`src/rtl/vec_store_unit.sv`:
```
// Vector store unit: copies one vector register to memory as a burst of
// 32-bit word writes.
//
// A store request (start, vreg, base_addr) is checked in idle; a legal
// request latches the register index and base address, snapshots the
// register-file read data into a holding buffer, then emits one word write
// per beat. Each beat waits for mem_ready before the next beat is issued.
// An illegal request (register index out of range or unaligned base) gives
// a one-cycle error pulse and issues no writes.
//
// Ports
//   clk        clock, rising edge
//   rst        synchronous active-high reset
//   start      store request, only honoured while idle
//   vreg       source vector register index (sampled with start)
//   base_addr  destination byte address, must be word aligned
//   busy       store in progress
//   done       one-cycle pulse when the last beat has been accepted
//   error      one-cycle pulse after a rejected request
//   rf_ra      register-file read address (latched vreg)
//   rf_rd      register-file read data, lane 0 in the low bits
//   mem_we     word write request
//   mem_addr   word write byte address
//   mem_wd     word write data
//   mem_ready  memory accepts the current beat
module vec_store_unit #(
    parameter int unsigned LANES      = 16,
    parameter int unsigned DATAWIDTH  = 8,
    parameter int unsigned REGSIZE    = 15,
    parameter int unsigned REGSIZEINT = 4,
    parameter int unsigned ADDRWIDTH  = 32
) (
    input  logic                       clk,
    input  logic                       rst,
    input  logic                       start,
    input  logic [REGSIZEINT-1:0]      vreg,
    input  logic [ADDRWIDTH-1:0]       base_addr,
    output logic                       busy,
    output logic                       done,
    output logic                       error,
    output logic [REGSIZEINT-1:0]      rf_ra,
    input  logic [LANES*DATAWIDTH-1:0] rf_rd,
    output logic                       mem_we,
    output logic [ADDRWIDTH-1:0]       mem_addr,
    output logic [31:0]                mem_wd,
    input  logic                       mem_ready
);

    localparam int unsigned VecBits  = LANES * DATAWIDTH;
    localparam int unsigned NumBeats = VecBits / 32;
    localparam int unsigned BeatW    = (NumBeats > 1) ? $clog2(NumBeats) : 1;

    typedef enum logic [1:0] {
        StIdle,
        StCapture,
        StWrite,
        StDone
    } state_e;

    state_e                    state_q;
    logic [REGSIZEINT-1:0]     vreg_q;
    logic [ADDRWIDTH-1:0]      base_q;
    // Buffer viewed as words so that word k is the data for beat k.
    logic [NumBeats-1:0][31:0] buf_q;
    logic [BeatW-1:0]          beat_q;
    logic                      busy_q;
    logic                      done_q;
    logic                      error_q;
    logic                      we_q;

    logic req_ok;
    logic last_beat;

    assign req_ok    = (32'(vreg) < REGSIZE) && (base_addr[1:0] == 2'b00);
    assign last_beat = (beat_q == BeatW'(NumBeats - 1));

    always_ff @(posedge clk) begin
        if (rst) begin
            state_q <= StIdle;
            vreg_q  <= '0;
            base_q  <= '0;
            buf_q   <= '0;
            beat_q  <= '0;
            busy_q  <= 1'b0;
            done_q  <= 1'b0;
            error_q <= 1'b0;
            we_q    <= 1'b0;
        end else begin
            done_q  <= 1'b0;
            error_q <= 1'b0;
            case (state_q)
                StIdle: begin
                    if (start) begin
                        if (req_ok) begin
                            vreg_q  <= vreg;
                            base_q  <= base_addr;
                            busy_q  <= 1'b1;
                            state_q <= StCapture;
                        end else begin
                            error_q <= 1'b1;
                        end
                    end
                end
                StCapture: begin
                    // rf_ra has been driven from vreg_q for this whole cycle,
                    // so rf_rd now holds the requested register.
                    buf_q   <= rf_rd;
                    beat_q  <= '0;
                    we_q    <= 1'b1;
                    state_q <= StWrite;
                end
                StWrite: begin
                    if (mem_ready) begin
                        beat_q <= beat_q + BeatW'(1);
                        if (last_beat) begin
                            we_q    <= 1'b0;
                            done_q  <= 1'b1;
                            state_q <= StDone;
                        end
                    end
                end
                StDone: begin
                    busy_q  <= 1'b0;
                    state_q <= StIdle;
                end
                default: begin
                    state_q <= StIdle;
                end
            endcase
        end
    end

    assign busy     = busy_q;
    assign done     = done_q;
    assign error    = error_q;
    assign mem_we   = we_q;
    assign rf_ra    = vreg_q;
    // Address arithmetic wraps naturally at ADDRWIDTH bits.
    assign mem_addr = base_q + ADDRWIDTH'({beat_q, 2'b00});
    assign mem_wd   = buf_q[beat_q];

endmodule

```
`config.mk`:
```
export PLATFORM = sky130hd
export DESIGN_NAME = vec_store_unit
export DESIGN_NICKNAME = d
export VERILOG_FILES = /design/src/rtl/vec_store_unit.sv
export SDC_FILE = /design/constraint.sdc
export NUM_CORES = 1
export LEC_CHECK = 0
export BUFFER_PORTS_ARGS = -buffer_cell sky130_fd_sc_hd__buf_2
export CORE_UTILIZATION = 51
export CTS_CLUSTER_DIAMETER = 100
export DETAILED_ROUTE_END_ITERATION = 16
export PLACE_DENSITY = 0.91
export SYNTH_ARGS = -nofsm -noshare
export SYNTH_HDL_FRONTEND = slang
export SYNTH_SLANG_ARGS = --single-unit
```
`constraint.sdc`:
```
create_clock -name clk -period 2.1 [get_ports clk]
set_clock_uncertainty 0.05 [all_clocks]
set_input_delay 0.105 -clock clk [delete_from_list [all_inputs] [get_ports clk]]
set_output_delay 0.105 -clock clk [all_outputs]
set_load 0.03 [all_outputs]
```
After elaboration in Yosys (flattened, before gate mapping) --
Index checks and enable logic that the tools add are counted.
Cells by class: reductions and logical operators 12, $add $sub $neg 2, order comparisons 2, multiplexer cells 17, eq/ne operators 8, bitwise logic cells 4
Operators with widths (count):
- binary-select mux 32 bit (select 2 bit) | 1
- adder 32 x 4 -> 32 bit | 1
- 2-to-1 mux 32 bit | 1
- 2-to-1 mux 2 bit | 5
- AND reduction 3 bit | 3
- != test 2 bit (second input constant) | 4
- case mux 2 bit (4 select lines) | 1
- equality test 2 bit (second input constant) | 3
- 2-to-1 mux 1 bit | 6
- OR reduction 3 bit | 2
- logical NOT 2 bit | 2
- < comparator 4 bit (second input constant) | 1
- inverter 1 bit | 4
- case mux 1 bit (2 select lines) | 2
- case mux 2 bit (2 select lines) | 1
- AND reduction 4 bit | 1
- nonzero test 2 bit | 2
- < comparator 2 x 3 -> 1 bit (second input constant) | 1
- adder 2 x 1 -> 2 bit (second input constant) | 1
- equality test 2 x 1 -> 1 bit (second input constant) | 1
- AND reduction 2 bit | 1
- logical AND 1 bit | 1
Word-level totals: logic and storage cells 57, input port bits 168, register bits 172, output and inout port bits 72

Logic depth before layout (Yosys ltp) --
depth after elaboration 5, gate-level depth with buffers 8, mapped depth without buffers 6

Least setup slack after synthesis --
OpenSTA, ideal clock, no wires.
kind register to output, start point reg beat_q[0], end point out mem_addr[18], path slack 0.110 ns, stages on the path, launching flop included 7, path buffers 0, data required time 1.945 ns, data arrival time 1.835 ns, cells stage by stage dfxtp_1 ha_1 fa_1 nand4_1 nor3_1 nand4_1 xnor2_1
On the way: word-level cells in the longest chain between the ends 1
Ends and longest elaborated chain:
- start: declaration | line 65 | logic [BeatW-1:0] beat_q;
- start signal: assignment | line 114 | beat_q <= beat_q + BeatW'(1);
- adder 32 x 4 -> 32 bit | line 139 | assign mem_addr = base_q + ADDRWIDTH'({beat_q, 2'b00});
- end: declaration | line 44 | output logic [ADDRWIDTH-1:0] mem_addr,
No other way between the ends.

Worst setup path after layout --
start point reg base_q[2], end point out mem_addr[12]
On the way: word-level cells in the longest chain between the ends 1
Ends and longest elaborated chain:
- start: declaration | line 62 | logic [ADDRWIDTH-1:0] base_q;
- start signal: assignment | line 96 | base_q <= base_addr;
- adder 32 x 4 -> 32 bit | line 139
No other way between the ends.

==> impl_metrics.ini <==
[grt]
grt_max_degree = 85
overflow = 0
grt_usage_pct = 36.3
antenna_found_initial = 5
grt_pass1_wl_um = 40600
grt_pass1_vias = 7777

[critical_path]
endpoint_kind = primary output
start_kind = register
rr_endpoint = base_q[18]
arrival_ns = 2.30
cpLargestDelayFamily = adder cells
cp.required_ns = 1.95
cp_cell_sequence = ha_4 -> fa_2 -> nand4_1 -> nor2_1 -> buf_4 -> buf_4 -> nand2_2 -> xnor2_1 -> buf_4
rrSetupSlack_ns = 0.10
setup.worst_path.start = base_q[2]
cp_slowest_stage_delay_ns = 0.36
cpMostUsedCell = buf_4
reg2regPathDepth = 7
critPathBufInv = 3
cpMaxStageDelayCell = dfxtp_4
criticalPathCategory = reg -> out
r2r-start = state_q[0]
worst-path-max-fanout = 6

[floorplan]
die_w_um = 123
dieArea_mm2 = 0.0151
fp-row-count = 43
io_pins = 240
core_mm2 = 0.0140
die_h_um = 123
start_util_pct = 53.0

[clock_network]
cts_tree = built
cts_sinks = 172
cts_root_buf = clkbuf_16
cts_max_level = 4
numCtsBuffers = 17
cts_buffer_depth = 2
clkTransAtPathRegs_ns = 0.07
clock_latency_ns = 0.42

[outcome]
violations = negative setup slack
status = finished, violations left

[sta]
period_needed_ns = 2.45
hold_viol = 0
layout_setup_ws_ns = -0.354
setup_viol = 24
rsz0062_at_grt = true
relSlewSlack_pct = 71.1
maxSlewViolCount = 0
min_period_over_period_pct = 117
timing.fmax_mhz = 407
tightest_slew_ns = 0.433

[yosys]
synthDistinctLibCells = 33
synthAdderAreaFrac_pct = 1.44
synth.cell_area_mm2 = 0.00745
synth-async-reset-ratio_pct = 0
synthFlopType = dfxtp_1
synth_nets = 909
syn_avg_cell_area_um2 = 10.2
synthCells = 733
synth_top_family_by_area = multiplexers
synthXorXnorAreaFrac_pct = 3.29
synthDominantCellAreaShare_pct = 46.2
synth_area_leader_cell = dfxtp_1
muxShareOfSynthArea_pct = 27.0
yosys-top-cells-area = dfxtp_1, mux2i_1, mux4_2
yosysWarnings = 0
synth_compound_area_share_pct = 3.16
yosys.area_share.simple_pct = 15.4
ys_ff_latch = 172
yosysSeqAreaShare_pct = 46.2
synth_edf_count = 0

[layout]
fin_nets = 1314
drive_gt1_share_pct = 33.4
final_common_cell = buf_2
num-fill-cells = 697
final_cell_mix = buf_2, dlygate4sd3_1, dfxtp_1
area_growth_pct = 56.0

[pwr]
p_seq_share_pct = 40.0
p_int_mw = 7.24
p_comb_share_pct = 30.8
switchingPower_mw = 3.63
total_power_mw = 10.9
leakage_nw = 4.90
clockPowerShare_pct = 29.2
switching_share_pct = 33.4
power_density_mw_per_mm2 = 936
ir_worst_vdd_mv = 0.829

[routing]
drcViolationCount = 0
first_pass_iters = 6
finalWirelength_um = 29100
viasPerCell = 5.81
ant_nets = 0
vias = 7759
drtIter0Drc = 804
wl_per_cell_um = 21.8

[run]
drv_cap = 0

[placement]
io_buffers = 239
dp_worst_setup_slack_ns = -0.0145
dp_hpwl_um = 13300
place_congestion = 0.855

[min_path]
hold_end = buf_q[112]
hold_path.class = in -> reg
worstHoldStart = rst
holdPathStages = 2
cells in the mapped netlist (7+ instances only):
library cell,instances
dfxtp_1,172
ha_1,7
nand2_1,79
buf_2,26
nand3_1,9
clkbuf_1,23
a21oi_1,40
nor2_1,140
nand4_1,14
mux4_2,32
mux2i_1,129
xnor2_1,24
sequential cells by signal, summed over array words and instances (netlist names):
name and cells:
buf_q 128, base_q 32, rf_ra 4, beat_q 2
state_q 2, busy 1, done 1, error 1
mem_we 1
power by group through the flow:
stage | Sequential (mW) | Combinational (mW) | Clock, mW
detailed placement | 4.32 | 2.82 | 0
global route | 4.41 | 3.53 | 3.34
finish | 4.35 | 3.35 | 3.17
CTS | 4.27 | 3.10 | 3.16
floorplan | 4.24 | 2.14 | 0
global placement | 4.28 | 2.74 | 0
logic make-up after synthesis:
group	Yosys count
AOI/OAI and AO/OA	45
xor gates and xnor gates	28
adders and majority gates	8
buffers and inverters	57
DFF	172
muxes	161
and+or+nand+nor	262
stage by stage:
step / TNS [ns] / cell area (um^2) / std cells / hold slack, ns / utilization (%)
floorplan: 0 / 7450 / 733 / 0.191 / -
global placement: 0 / 8820 / 1117 / 0.285 / 62.8
detailed placement: -0.0145 / 8820 / 1117 / 0.296 / 62.8
CTS: -1.32 / 11200 / 1317 / 0.00608 / 79.9
global route: -6.75 / 11600 / 1335 / 0.0463 / 82.7
finish: -5.16 / 11600 / 1336 / 0.0544 / 82.8
per-layer routing:
| layer | vias to the layer above | wire length, um | global-route usage (%) |
|---|---|---|---|
| met4 | 2 | 1840 | 23.5 |
| met5 | - | 10 | 0 |
| li1 | 3342 | - | - |
| met2 | 588 | 14700 | 64.7 |
| met3 | 169 | 2680 | 11.0 |
| met1 | 3658 | 9900 | 36.5 |
how the worst max path moves through the flow:
| stage | end | slack, ns | cells past startpoint |
|---|---|---|---|
| floorplan | mem_addr[18] | 0.11 | 6 |
| detailed placement | mem_addr[16] | -0.01 | 7 |
| CTS | mem_addr[26] | -0.16 | 8 |
| global route | mem_addr[12] | -0.42 | 9 |
| global placement | mem_addr[16] | 0.05 | 7 |
| finish | mem_addr[12] | -0.35 | 9 |
worst reg2reg max path, cell delays in order, from the launching register on:
cell	delay, ns
dfxtp_1	0.36
inv_1	0.11
ha_1	0.21
nand2_1	0.09
and3b_1	0.25
buf_4	0.31
nand2_1	0.19
a21oi_1	0.32
area by class of cell:
| class | instances | area (um^2) | share of cell area [%] |
|---|---|---|---|
| flip-flops and latches | 172 | 3480 | 30.0 |
| diodes | 5 | 12.5 | 0.108 |
| well taps | 180 | 225 | 1.94 |
| inverters | 6 | 22.5 | 0.194 |
| repair buffers | 437 | 3330 | 28.6 |
| clock inverters | 11 | 135 | 1.16 |
| clock buffers | 21 | 450 | 3.88 |
| multi-input cells | 504 | 3970 | 34.1 |
timing repair:
item,in CTS,in global routing
gates resized for setup,40,75
hold buffers,163,0
endpoints found under the hold margin,164,0
gates cloned,0,3
setup endpoints to repair,38,40
buffers inserted,5,11
pin swaps,14,21
Note: power is estimated with default switching activity, not from simulation.
